`config.mk`:
```
export PLATFORM = sky130hd
export DESIGN_NAME = uart_tx_fifo
export DESIGN_NICKNAME = d
export VERILOG_FILES = /design/src/rtl/uart_tx_fifo.sv
export SDC_FILE = /design/constraint.sdc
export NUM_CORES = 1
export LEC_CHECK = 0
export BUFFER_PORTS_ARGS = -buffer_cell sky130_fd_sc_hd__buf_2
export CAP_MARGIN = 40
export CORE_MARGIN = 5
export CORE_UTILIZATION = 46
export DETAILED_ROUTE_END_ITERATION = 8
export GPL_TIMING_DRIVEN = 1
export HOLD_SLACK_MARGIN = 0.1
export PLACE_DENSITY = 0.67
export SYNTH_ARGS = -nofsm -noshare
export SYNTH_HDL_FRONTEND = slang
export SYNTH_SLANG_ARGS = --single-unit
```
`constraint.sdc`:
```
create_clock -name clk -period 4.2 [get_ports clk]
set_clock_uncertainty 0.15 [all_clocks]
set_input_delay 0.84 -clock clk [delete_from_list [all_inputs] [get_ports clk]]
set_output_delay 0.84 -clock clk [all_outputs]
set_load 0.03 [all_outputs]
```
`src/rtl/uart_tx_fifo.sv`:
```
// UART transmitter with a small transmit FIFO: start, DATA_BITS data (LSB first),
// optional parity, STOP_BITS stop bits; queued frames are sent back-to-back.
module uart_tx_fifo #(
    parameter int CLK_DIV    = 5208,
    parameter int DATA_BITS  = 8,
    parameter int PARITY     = 0,
    parameter int STOP_BITS  = 1,
    parameter int FIFO_DEPTH = 4
) (
    input  logic                              clk,
    input  logic                              reset_n,
    input  logic                              ovalid,
    output logic                              oready,
    input  logic [DATA_BITS-1:0]              inputData,
    output logic                              outScreen,
    output logic                              busy,
    output logic [$clog2(FIFO_DEPTH+1)-1:0]   fifo_count
);

    localparam int CW   = $clog2(FIFO_DEPTH + 1);
    localparam int PW   = $clog2(FIFO_DEPTH);
    localparam int DW   = $clog2(CLK_DIV);
    localparam int MAXB = (DATA_BITS > STOP_BITS) ? DATA_BITS : STOP_BITS;
    localparam int BW   = $clog2(MAXB);

    localparam logic [DW-1:0] DIV_LAST  = DW'(CLK_DIV - 1);
    localparam logic [BW-1:0] DATA_LAST = BW'(DATA_BITS - 1);
    localparam logic [BW-1:0] STOP_LAST = BW'(STOP_BITS - 1);
    localparam logic [CW-1:0] DEPTH     = CW'(FIFO_DEPTH);

    typedef enum logic [2:0] {
        IDLE,
        START,
        DATA,
        PAR,
        STOP
    } state_t;

    logic [DATA_BITS-1:0] mem_q [FIFO_DEPTH];
    logic [DATA_BITS-1:0] mem_d [FIFO_DEPTH];
    logic [PW-1:0]        wr_ptr_q, wr_ptr_d;
    logic [PW-1:0]        rd_ptr_q, rd_ptr_d;
    logic [CW-1:0]        count_q, count_d;
    state_t               state_q, state_d;
    logic [DW-1:0]        div_q, div_d;
    logic [BW-1:0]        bit_q, bit_d;
    logic [DATA_BITS-1:0] shift_q, shift_d;
    logic                 par_q, par_d;
    logic                 tx_q, tx_d;

    logic                 push;
    logic                 pop;
    logic                 tick;
    logic [DATA_BITS-1:0] head;

    assign oready     = (count_q < DEPTH);
    assign busy       = (state_q != IDLE);
    assign fifo_count = count_q;
    assign outScreen  = tx_q;

    always_comb begin
        mem_d    = mem_q;
        wr_ptr_d = wr_ptr_q;
        rd_ptr_d = rd_ptr_q;
        count_d  = count_q;
        state_d  = state_q;
        div_d    = div_q;
        bit_d    = bit_q;
        shift_d  = shift_q;
        par_d    = par_q;
        tx_d     = 1'b1;
        pop      = 1'b0;
        push     = ovalid && oready;
        head     = mem_q[rd_ptr_q];
        tick     = (div_q == DIV_LAST);

        unique case (state_q)
            IDLE: begin
                div_d = '0;
                bit_d = '0;
                if (count_q != '0) begin
                    pop     = 1'b1;
                    state_d = START;
                end
            end
            START: begin
                if (tick) begin
                    div_d   = '0;
                    state_d = DATA;
                end else begin
                    div_d = div_q + 1'b1;
                end
            end
            DATA: begin
                if (tick) begin
                    div_d = '0;
                    if (bit_q == DATA_LAST) begin
                        bit_d   = '0;
                        state_d = (PARITY != 0) ? PAR : STOP;
                    end else begin
                        bit_d   = bit_q + 1'b1;
                        shift_d = shift_q >> 1;
                    end
                end else begin
                    div_d = div_q + 1'b1;
                end
            end
            PAR: begin
                if (tick) begin
                    div_d   = '0;
                    state_d = STOP;
                end else begin
                    div_d = div_q + 1'b1;
                end
            end
            STOP: begin
                if (tick) begin
                    div_d = '0;
                    if (bit_q == STOP_LAST) begin
                        bit_d = '0;
                        if (count_q != '0) begin
                            pop     = 1'b1;
                            state_d = START;
                        end else begin
                            state_d = IDLE;
                        end
                    end else begin
                        bit_d = bit_q + 1'b1;
                    end
                end else begin
                    div_d = div_q + 1'b1;
                end
            end
            default: begin
                state_d = IDLE;
                div_d   = '0;
                bit_d   = '0;
            end
        endcase

        // Latch the word and its parity at pop so later pushes cannot touch it
        if (pop) begin
            shift_d  = head;
            par_d    = (PARITY == 1) ? ~^head : ^head;
            rd_ptr_d = rd_ptr_q + 1'b1;
        end
        if (push) begin
            mem_d[wr_ptr_q] = inputData;
            wr_ptr_d        = wr_ptr_q + 1'b1;
        end

        case ({push, pop})
            2'b10:   count_d = count_q + 1'b1;
            2'b01:   count_d = count_q - 1'b1;
            default: count_d = count_q;
        endcase

        unique case (state_d)
            START:   tx_d = 1'b0;
            DATA:    tx_d = shift_d[0];
            PAR:     tx_d = par_d;
            default: tx_d = 1'b1;
        endcase
    end

    always_ff @(posedge clk) begin
        mem_q <= mem_d;
    end

    always_ff @(posedge clk) begin
        if (!reset_n) begin
            wr_ptr_q <= '0;
            rd_ptr_q <= '0;
            count_q  <= '0;
            state_q  <= IDLE;
            div_q    <= '0;
            bit_q    <= '0;
            shift_q  <= '0;
            par_q    <= 1'b0;
            tx_q     <= 1'b1;
        end else begin
            wr_ptr_q <= wr_ptr_d;
            rd_ptr_q <= rd_ptr_d;
            count_q  <= count_d;
            state_q  <= state_d;
            div_q    <= div_d;
            bit_q    <= bit_d;
            shift_q  <= shift_d;
            par_q    <= par_d;
            tx_q     <= tx_d;
        end
    end

endmodule

```
==> flow_metrics.py <==
metrics = {
    "power_and_ir_drop": {
        "power.total_mw": 1.994,
        "internal_power_mw": 1.338,
        "p_leak_nw": 1.188,
        "p_clk_share_pct": 26.9,
        "power_density_mw_per_mm2": 579.6,
        "p_sw_share_pct": 32.93,
        "peakVddDrop_mv": 0.2524,
        "pwr-share-seq_pct": 43.9,
        "p_sw_mw": 0.6567,
        "combPwrFrac_pct": 29.2,
    },
    "setup_path": {
        "setup.worst_path.end_class": "flop",
        "max_stage_delay_ns": 0.60,
        "crit_path_start_kind": "flop",
        "timing.rr.start": "div_q[7]$_SDFF_PP0_",
        "critPathLaunch": "div_q[7]$_SDFF_PP0_",
        "crit_path_top_delay_cell": "or4b_4",
        "worstPathRequired_ns": 4.31,
        "critPathMaxFanout": 14,
        "reg2regPathDepth": 10,
        "rrSetupSlack_ns": 0.90,
        "criticalPathCategory": "reg -> reg",
        "reg2reg_to": "fifo_count[2]$_SDFFE_PN0P_",
        "crit_chain": "or4b_4, o41ai_4, nand3_4, clkinv_1, ha_1, inv_1, fa_1, xor2_1, or3_1, a21boi_0",
        "worstPathArrival_ns": 3.41,
    },
    "yosys": {
        "synth_fp_nets": 283,
        "ys.flop_type": "dfxtp_1",
        "synth_commonest_cells": "dfxtp_1, edfxtp_1, nor2_1, xnor2_1, nand3_1",
        "synth_top_area_share_pct": 30.84,
        "synthTopCellsByArea": "edfxtp_1, dfxtp_1, mux4_2",
        "async_flop_share_pct": 0,
        "synth_top_cell_by_area": "edfxtp_1",
        "synth_area_sq_mm": 0.003115,
        "synthCells": 262,
        "yosysWarnings": 0,
        "synth.avg_cell_area_sq_um": 11.89,
        "synth-seq-cells": 68,
        "seq_area_frac_synth_pct": 53.98,
        "synth.distinct_cells": 46,
        "synth-edff-count": 32,
        "yosysMostFrequentCell": "dfxtp_1",
    },
    "grt": {
        "grt_pass1_wl_um": 9073,
        "grt_antenna_before_repair": 0,
        "first_global_vias": 1919,
        "grt_overflow_total": 0,
        "grt_max_degree": 24,
        "grt_usage_pct": 13.67,
    },
    "detailed_routing": {
        "drt-initial-drc-count": 97,
        "wl_per_cell_um": 14.69,
        "via_per_inst": 5.403,
        "dr.pass1.iters": 4,
        "vias": 1972,
        "postRouteWirelength_um": 5363,
        "drc": 0,
        "antenna_left": 0,
    },
    "layout": {
        "multi_input_area_sq_mm": 0.001331,
        "drive_gt1_share_pct": 15.79,
        "seqCellArea_sq_mm": 0.001682,
        "fin_cells": 365,
        "utilization_pct": 51.50,
        "fill_cells": 599,
        "syn_to_final_growth_pct": 10.44,
        "antenna_cells": 0,
        "final_nets": 301,
    },
    "sta": {
        "hold_viol_final": 0,
        "min_period_ns": 3.296,
        "slew_headroom_pct": 56.06,
        "worst_pin_slew_ns": 0.6582,
        "fmax_mhz": 303.4,
        "rsz0062_at_grt": "false",
        "fin_setup_tns_ns": 0,
        "maxSlewViolCount": 0,
        "finalCritPeriodShare_pct": 78.47,
        "setup_viol": 0,
    },
    "clock_tree": {
        "clock-sinks": 68,
        "cts_tree": "done",
        "htreeDepth": 3,
        "clock_path_buffers": 2,
        "clk_pin_slew_ns": 0.08,
        "postCtsSetupRepairBufs": 0,
        "cts_hold_buffers": 0,
        "cts_buffers": 9,
        "cts_root_buf": "clkbuf_8",
        "cts_resized": 0,
        "clock_latency_ns": 0.33,
    },
    "floorplan": {
        "fp.dieH_um": 92.30,
        "rows": 30,
        "io_pins": 17,
        "dieArea_sq_mm": 0.008518,
        "initial_core_util_pct": 46.63,
        "coreArea_sq_mm": 0.006681,
        "fp.dieW_um": 92.30,
    },
    "min_path": {
        "holdCritStartpoint": "div_q[0]$_SDFF_PP0_",
        "holdPathStages": 1,
        "hold_path_class": "reg -> reg",
        "min_to": "div_q[0]$_SDFF_PP0_",
    },
    "placement": {
        "place_inst": 349,
        "dpl.hpwl_um": 3804,
        "place.gp.congestion": 0.7999,
        "portBuffers": 16,
    },
    "run_status": {
        "outcome": "completed",
    },
    "flow_run": {
        "drv_cap": 0,
    },
}
## stage by stage
step	setup slack, ns	hold slack (ns)	area (sq um)
floorplan	1.212	0.2802	3115
global placement	0.9852	0.2937	3242
detailed placement	0.8890	0.3101	3242
CTS	0.8939	0.3252	3441
global route	0.7169	0.3587	3441
finish	0.9042	0.3208	3441
## kinds of logic after synthesis
group / synth area share [%]
xor gates and xnor gates: 6.185
adders and majority gates: 4.257
DFF: 53.98
AOI/OAI and AO/OA: 9.278
and+or+nand+nor: 16.91
buffers and inverters: 3.293
muxes: 6.104
## sequential cells by signal, indices dropped and copies added (netlist names), 2 cells and up
| name | flops |
|---|---|
| div_q | 13 |
| bit_q | 3 |
| state_q | 3 |
| rd_ptr_q | 2 |
| wr_ptr_q | 2 |
| shift_q | 8 |
| fifo_count | 3 |
| mem_q | 32 |
## power by group through the flow
| stage | Sequential, mW | Combinational, mW | Clock (mW) |
|---|---|---|---|
| after detailed placement | 0.893 | 0.595 | 0 |
| after global routing | 0.891 | 0.654 | 0.582 |
| after global placement | 0.887 | 0.585 | 0 |
| after CTS | 0.879 | 0.596 | 0.553 |
| final | 0.876 | 0.582 | 0.536 |
| after floorplan | 0.876 | 0.503 | 0 |
## worst max path at each step
stage / end / depth (start not counted)
global route: fifo_count[2]$_SDFFE_PN0P_ / 10
finish: fifo_count[2]$_SDFFE_PN0P_ / 10
CTS: fifo_count[2]$_SDFFE_PN0P_ / 10
detailed placement: fifo_count[2]$_SDFFE_PN0P_ / 10
global placement: fifo_count[2]$_SDFFE_PN0P_ / 10
floorplan: fifo_count[2]$_SDFFE_PN0P_ / 10
## placed cells by master (no fill, tap or decap), types with 7 or more instances in the layout
master / count
ha_1: 9
nand3_1: 13
nor2_1: 18
nand2_1: 12
o21ai_0: 7
mux4_2: 8
and2_1: 10
dfxtp_1: 36
a21oi_1: 8
edfxtp_1: 32
xnor2_1: 16
buf_2: 16
clkbuf_8: 9
inv_1: 12
## critical path: cells and delay by family, from the launching register on
family	cells	cell delay (ns)
xor gates and xnor gates	1	0.16
and+or+nand+nor	3	1.13
adders and majority gates	2	0.57
AOI/OAI and AO/OA	2	0.58
DFF	1	0.38
buffers and inverters	2	0.27
## routing by layer
layer | routed length (um) | track usage (%) | vias up
met3 | 160 | 3.331 | 10
met1 | 2464 | 17.08 | 947
li1 | - | - | 988
met5 | 0 | 0 | -
met4 | 93 | 5.941 | 0
met2 | 2644 | 22.57 | 27
## layout make-up
class                   instances  area share, %
multi-input cells             172          38.69
clock inverters                 7          2.182
flip-flops and latches         68          48.87
clock buffers                   9          3.600
inverters                      13          1.418
repair buffers                 16          2.327
well taps                      80          2.909
Power figures use the tool's default switching activity.
